### config.mk
export PLATFORM = sky130hd
export DESIGN_NAME = controlador_preempcao_flat
export DESIGN_NICKNAME = d
export VERILOG_FILES = /design/src/rtl/controlador_preempcao_if.sv /design/src/rtl/controlador_preempcao.sv /design/src/flat_wrapper.sv
export SDC_FILE = /design/constraint.sdc
export NUM_CORES = 1
export LEC_CHECK = 0
export ABC_AREA = 1
export CAP_MARGIN = 20
export CORE_MARGIN = 2
export CORE_UTILIZATION = 35
export CTS_CLUSTER_DIAMETER = 50
export DETAILED_ROUTE_END_ITERATION = 16
export PLACE_DENSITY = 0.69
export SYNTH_ARGS = -nofsm -noshare
export SYNTH_HDL_FRONTEND = slang
export SYNTH_SLANG_ARGS = --single-unit
### constraint.sdc
create_clock -name clock -period 3.95 [get_ports clock]
set_input_delay 0.5925 -clock clock [delete_from_list [all_inputs] [get_ports clock]]
set_output_delay 0.5925 -clock clock [all_outputs]
set_load 0.03 [all_outputs]
### src/rtl/controlador_preempcao_if.sv
// CPU <-> preemption controller signal bundle: retire/stall/io status in, preemption request out.
// Latency: pure wiring, no storage.
// Backpressure: none; the request is held by the controller until troca_ack or cancel.
interface controlador_preempcao_if #(
  parameter int PC_W = 32
);
  logic [PC_W-1:0] pc;
  logic            avanco;
  logic            parada;
  logic            instrucao_io;
  logic            fim_processo;
  logic            troca_ack;
  logic            troca_contexto;
  logic [PC_W-1:0] pc_salvo;
  logic [7:0]      restante;
  logic [7:0]      num_trocas;

  // CPU side: drives status, receives the preemption request
  modport master (
    output pc, avanco, parada, instrucao_io, fim_processo, troca_ack,
    input  troca_contexto, pc_salvo, restante, num_trocas
  );

  // Controller side
  modport slave (
    input  pc, avanco, parada, instrucao_io, fim_processo, troca_ack,
    output troca_contexto, pc_salvo, restante, num_trocas
  );
endinterface

### src/rtl/controlador_preempcao.sv
// Time-slice preemption: counts retired user instructions and requests a context switch after QUANTUM.
// Latency: troca_contexto rises one cycle after the retire strobe that completes the slice (unless deferred).
// Backpressure: request deferred while IN/OUT runs or CPU is halted; held until troca_ack or fim_processo.
module controlador_preempcao #(
  parameter int QUANTUM = 8,
  parameter int AREA_SO = 300,
  parameter int PC_W    = 32
) (
  input logic clock,
  input logic reset,
  controlador_preempcao_if.slave cpu
);

  localparam logic [7:0]      QUANTUM_C  = 8'(QUANTUM);
  localparam logic [PC_W-1:0] AREA_SO_PC = PC_W'(AREA_SO);

  typedef enum logic [1:0] {
    OCIOSO   = 2'd0,
    CONTANDO = 2'd1,
    PENDENTE = 2'd2,
    REQ      = 2'd3
  } estado_t;

  estado_t         state, stateNext;
  logic [7:0]      contador, contadorNext;
  logic            trocaReg, trocaNext;
  logic [PC_W-1:0] pcSalvoReg, pcSalvoNext;
  logic [7:0]      numTrocasReg, numTrocasNext;
  logic            usuario;
  logic            contaPasso;

  assign usuario = (cpu.pc >= AREA_SO_PC);

  // State and output registers; reset drops the request immediately
  always_ff @(posedge clock or negedge reset) begin
    if (!reset) begin
      state        <= OCIOSO;
      contador     <= 8'd0;
      trocaReg     <= 1'b0;
      pcSalvoReg   <= '0;
      numTrocasReg <= 8'd0;
    end else begin
      state        <= stateNext;
      contador     <= contadorNext;
      trocaReg     <= trocaNext;
      pcSalvoReg   <= pcSalvoNext;
      numTrocasReg <= numTrocasNext;
    end
  end

  // Next state: process end beats ack, ack beats OS-region cancel, cancel beats counting
  always_comb begin
    stateNext     = state;
    contadorNext  = contador;
    trocaNext     = trocaReg;
    pcSalvoNext   = pcSalvoReg;
    numTrocasNext = numTrocasReg;
    contaPasso    = cpu.avanco && usuario && !cpu.parada;

    if (cpu.fim_processo) begin
      stateNext    = OCIOSO;
      contadorNext = 8'd0;
      trocaNext    = 1'b0;
    end else if (cpu.troca_ack && (state == REQ)) begin
      stateNext     = OCIOSO;
      contadorNext  = 8'd0;
      trocaNext     = 1'b0;
      numTrocasNext = numTrocasReg + 8'd1;
    end else begin
      case (state)
        OCIOSO: begin
          if (contaPasso) begin
            stateNext    = CONTANDO;
            contadorNext = 8'd1;
          end
        end
        CONTANDO: begin
          if (!usuario) begin
            // trap into the OS or voluntary return: the slice starts over
            stateNext    = OCIOSO;
            contadorNext = 8'd0;
          end else if (contaPasso) begin
            contadorNext = contador + 8'd1;
            if ((contador + 8'd1) == QUANTUM_C) begin
              if (cpu.instrucao_io || cpu.parada) begin
                stateNext = PENDENTE;
              end else begin
                stateNext   = REQ;
                trocaNext   = 1'b1;
                pcSalvoNext = cpu.pc;
              end
            end
          end
        end
        PENDENTE: begin
          // slice is used up; only waiting for the IN/OUT or halt to clear
          if (!cpu.instrucao_io && !cpu.parada) begin
            stateNext   = REQ;
            trocaNext   = 1'b1;
            pcSalvoNext = cpu.pc;
          end
        end
        REQ: begin
          // held until acknowledged or the process ends; OS-region pc does not cancel it
        end
        default: begin
          stateNext    = OCIOSO;
          contadorNext = 8'd0;
          trocaNext    = 1'b0;
        end
      endcase
    end
  end

  assign cpu.troca_contexto = trocaReg;
  assign cpu.pc_salvo       = pcSalvoReg;
  assign cpu.restante       = QUANTUM_C - contador;
  assign cpu.num_trocas     = numTrocasReg;

endmodule
### src/flat_wrapper.sv
// flat-port wrapper written by rule: the top's interface ports become plain ports
module controlador_preempcao_flat 
#(
  parameter int QUANTUM = 8,
  parameter int AREA_SO = 300,
  parameter int PC_W    = 32
)
  (clock, reset, cpu_pc, cpu_avanco, cpu_parada, cpu_instrucao_io, cpu_fim_processo, cpu_troca_ack, cpu_troca_contexto, cpu_pc_salvo, cpu_restante, cpu_num_trocas);
  controlador_preempcao_if #(.PC_W(PC_W)) cpu_i ();
  input logic clock;
  input logic reset;
  input wire logic [$bits(cpu_i.pc)-1:0] cpu_pc;
  input wire logic [$bits(cpu_i.avanco)-1:0] cpu_avanco;
  input wire logic [$bits(cpu_i.parada)-1:0] cpu_parada;
  input wire logic [$bits(cpu_i.instrucao_io)-1:0] cpu_instrucao_io;
  input wire logic [$bits(cpu_i.fim_processo)-1:0] cpu_fim_processo;
  input wire logic [$bits(cpu_i.troca_ack)-1:0] cpu_troca_ack;
  output wire logic [$bits(cpu_i.troca_contexto)-1:0] cpu_troca_contexto;
  output wire logic [$bits(cpu_i.pc_salvo)-1:0] cpu_pc_salvo;
  output wire logic [$bits(cpu_i.restante)-1:0] cpu_restante;
  output wire logic [$bits(cpu_i.num_trocas)-1:0] cpu_num_trocas;
  assign cpu_i.pc = cpu_pc;
  assign cpu_i.avanco = cpu_avanco;
  assign cpu_i.parada = cpu_parada;
  assign cpu_i.instrucao_io = cpu_instrucao_io;
  assign cpu_i.fim_processo = cpu_fim_processo;
  assign cpu_i.troca_ack = cpu_troca_ack;
  assign cpu_troca_contexto = cpu_i.troca_contexto;
  assign cpu_pc_salvo = cpu_i.pc_salvo;
  assign cpu_restante = cpu_i.restante;
  assign cpu_num_trocas = cpu_i.num_trocas;
  controlador_preempcao #(.QUANTUM(QUANTUM), .AREA_SO(AREA_SO), .PC_W(PC_W)) u_core (.clock(clock), .reset(reset), .cpu(cpu_i));
endmodule
==> results.yml <==
global_routing:
  via_count_of_the_first_global_routing_pass: 2492
  maximum_number_of_pins_on_one_net_before_global_route_repair: 37
  globalRouteOverflowTotal: 0
  number_of_antenna_violations_at_the_first_check_in_global_routing: 0
  grt_first_pass_wirelength_um: 11350
  groute.usage.overall_pct: 15.78
layout:
  layout-drive-gt1-share_pct: 8.929
  area_growth_pct: 34.61
  final_area_um2: 3884
  diodes: 0
  count_of_nets_after_finishing: 493
  layout_commonest_cell: "sky130_fd_sc_hd__nand2_1"
  mostFrequentLayoutCells: "sky130_fd_sc_hd__nand2_1, sky130_fd_sc_hd__clkdlybuf4s50_1, sky130_fd_sc_hd__dfrtp_1, sky130_fd_sc_hd__nand3_1, sky130_fd_sc_hd__nor2_1"
timing:
  achievable-frequency_mhz: 348.0
  final.setup_skew_ns: 0.008213
  rsz0062_at_grt: "no"
  timing_max_transition_violations_final: 0
  min_period_ns: 2.873
  setup-tns-final_ns: 0
  final_hold_viol_count: 0
  min_period_over_period_pct: 72.74
  setup_violations: 0
  worst-slew-pin-transition_ns: 0.8349
  slew_headroom_pct: 44.13
  setup_ws_ns: 1.077
placed_design:
  hpwl_um: 5101
  post_dp_cell_area_um2: 3769
  place_worst_setup_slack_ns: 0.9102
  port-buffer-count: 87
  final_wtd_congestion: 0.9210
worst_setup_path:
  rrSetupSlack_ns: 1.08
  critical_path_peak_fanout: 33
  worstReg2RegEnd: "u_core.cpu.pc_salvo[5]"
  critical_path_required_ns: 4.14
  crit_arrival_ns: 3.07
  reg2reg_from: "u_core.contador[0]"
  start_kind: "flip-flop"
  worstSetupStartpoint: "u_core.contador[0]"
  critical_path.endpoint_type: "flip-flop"
  worstRegToRegCells: 12
  timing_worst_setup_path_type: "reg -> reg"
floorplan:
  std_cell_rows: 33
  core_area_um2: 8093
  die_area_um2: 8986
  num_io_pins: 88
  die-width_um: 94.80
  die-height_um: 94.80
  floorplan.initialDensity_pct: 35.65
route:
  first_iter_violations: 117
  antenna_violating_nets_post_route: 0
  vias_per_cell: 4.653
  post_detailed_routing_wire_length_um: 6789
  drt_first_pass_iters: 4
  detail_route.wl_per_cell_um: 12.28
  drcViolationCount: 0
  total_via_count_after_detailed_routing: 2573
synthesis:
  syn_area_um2: 2885
  netlist.area_leader.share_pct: 44.23
  synth-seq-area-share_pct: 44.23
  syn_inst: 365
  synth.distinct_cells: 28
  synth_top_cells_by_area: "sky130_fd_sc_hd__dfrtp_1, sky130_fd_sc_hd__nand2_1, sky130_fd_sc_hd__nand3_1"
  synthesis.nets: 411
  syn_area_per_cell_um2: 7.905
  netlist.top_cell.by_area: "sky130_fd_sc_hd__dfrtp_1"
  synth.ff_latch_count: 51
  yosysWarningCount: 0
worst_hold_path:
  worst_hold_path_type: "in -> async"
power_and_ir_drop:
  p_per_area_nw_per_um2: 571.4
  peakVddDrop_mv: 0.2211
  total_leakage_power_nw: 1.871
clock_tree:
  post_cts_resize_count: 0
  clk_transition_reported_paths_ns: 0.10
  numCtsBuffers: 5
  clockRootBuffer: "sky130_fd_sc_hd__clkbuf_8"
  tritoncts: "yes"
  cts_max_path_buffers: 2
  sinks_on_clock_net: 51
  clk-insertion-delay-late_ns: 0.31
  cts.hold.buffers_added: 0
  cts-htree-levels: 2
  cts_setup_buffers: 0
run:
  cap_violations: 0
status:
  outcome: "complete, no violations"
[report_power, final]
part	leakage (nW)	internal, mW	switching, mW	total [mW]
clock	0.0548	0.191	0.184	0.375
sequential	0.663	0.660	0.103	0.763
combinational	1.15	0.422	0.659	1.08
[worst max-delay path, cell delays in order (launching register included)]
cell	delay, ns
sky130_fd_sc_hd__dfrtp_1	0.52
sky130_fd_sc_hd__ha_1	0.29
sky130_fd_sc_hd__nand2_2	0.09
sky130_fd_sc_hd__clkinv_2	0.08
sky130_fd_sc_hd__nand3_1	0.06
sky130_fd_sc_hd__nand2_1	0.09
sky130_fd_sc_hd__nand2_1	0.08
sky130_fd_sc_hd__nor2_4	0.13
sky130_fd_sc_hd__nand3_4	0.09
sky130_fd_sc_hd__o21ai_4	0.68
sky130_fd_sc_hd__nand2_4	0.39
sky130_fd_sc_hd__nand2_1	0.16
sky130_fd_sc_hd__nand2_1	0.07
[worst max path at each step]
stage | slack, ns | depth (start not counted) | end
final | 1.08 | 12 | u_core.cpu.pc_salvo[5]
after global routing | 0.75 | 12 | u_core.cpu.pc_salvo[5]
after CTS | 1.10 | 7 | cpu_restante[6]
after detailed placement | 0.91 | 12 | u_core.cpu.pc_salvo[4]
after global placement | 0.94 | 10 | u_core.cpu.pc_salvo[2]
after floorplan | 1.90 | 6 | cpu_restante[7]
[cell families (layout without fill, tap and decap cells)]
kind of cell | after synthesis | in the layout | synth area share (%)
buf+inv | 48 | 131 | 9.107
compound gates | 18 | 18 | 3.860
flops | 51 | 51 | 44.23
fa+ha+maj | 7 | 7 | 3.035
xor+xnor | 13 | 13 | 3.946
mux | 1 | 1 | 0.3903
simple gates | 227 | 227 | 35.43
[routing by layer]
metal	track usage, %	up-vias	wire [um]
met5	0	-	0
met2	26.24	73	3254
li1	-	1311	-
met3	4.629	5	475
met4	3.019	0	45
met1	20.56	1184	3014
[registers in the layout (all words and copies together), names as in the netlist]
signal	flops
u_core.cpu.pc_salvo	32
u_core.contador	8
u_core.cpu.num_trocas	8
u_core.state	2
u_core.cpu.troca_contexto	1
[final cells by class]
| class | count | area (um2) |
|---|---|---|
| Clock buffer | 5 | 68.82 |
| Clock inverter | 3 | 46.29 |
| Fill cell | 797 | 4209 |
| Inverter | 34 | 133.9 |
| Multi-Input combinational cell | 266 | 1346 |
| Sequential cell | 51 | 1276 |
| Tap cell | 105 | 131.4 |
| Timing Repair Buffer | 89 | 880.8 |
[Yosys cell counts]
master / n
sky130_fd_sc_hd__buf_2: 1
sky130_fd_sc_hd__nand2_4: 3
sky130_fd_sc_hd__nor2_2: 5
sky130_fd_sc_hd__clkinv_4: 1
sky130_fd_sc_hd__nand4_1: 6
sky130_fd_sc_hd__nand2_2: 7
sky130_fd_sc_hd__buf_6: 7
sky130_fd_sc_hd__a32o_1: 1
sky130_fd_sc_hd__inv_2: 5
sky130_fd_sc_hd__a21oi_1: 5
sky130_fd_sc_hd__nand3_4: 1
sky130_fd_sc_hd__buf_4: 6
sky130_fd_sc_hd__nor3_1: 4
sky130_fd_sc_hd__dfrtp_1: 51
sky130_fd_sc_hd__nor2_4: 3
sky130_fd_sc_hd__a31oi_1: 1
sky130_fd_sc_hd__nor2_1: 29
sky130_fd_sc_hd__nand2_1: 120
sky130_fd_sc_hd__o21ai_4: 1
sky130_fd_sc_hd__ha_1: 7
sky130_fd_sc_hd__clkinv_2: 1
sky130_fd_sc_hd__o21ai_2: 1
sky130_fd_sc_hd__nand3_1: 49
sky130_fd_sc_hd__mux2_2: 1
sky130_fd_sc_hd__o21ai_1: 9
sky130_fd_sc_hd__xor2_1: 10
sky130_fd_sc_hd__xnor2_1: 3
sky130_fd_sc_hd__inv_1: 27
[through the flow]
step / hold WS, ns / utilization [%] / power (mW) / cells
finish: 0.1719 / 47.99 / 2.219 / 553
global route: 0.1722 / 47.99 / 2.371 / 553
CTS: 0.1712 / 47.99 / 2.237 / 553
detailed placement: 0.4606 / 46.57 / 1.858 / 545
global placement: 0.4531 / 46.57 / 1.842 / 545
floorplan: 0.2969 / - / 1.451 / 365
Note: power is estimated with default switching activity, not from simulation.
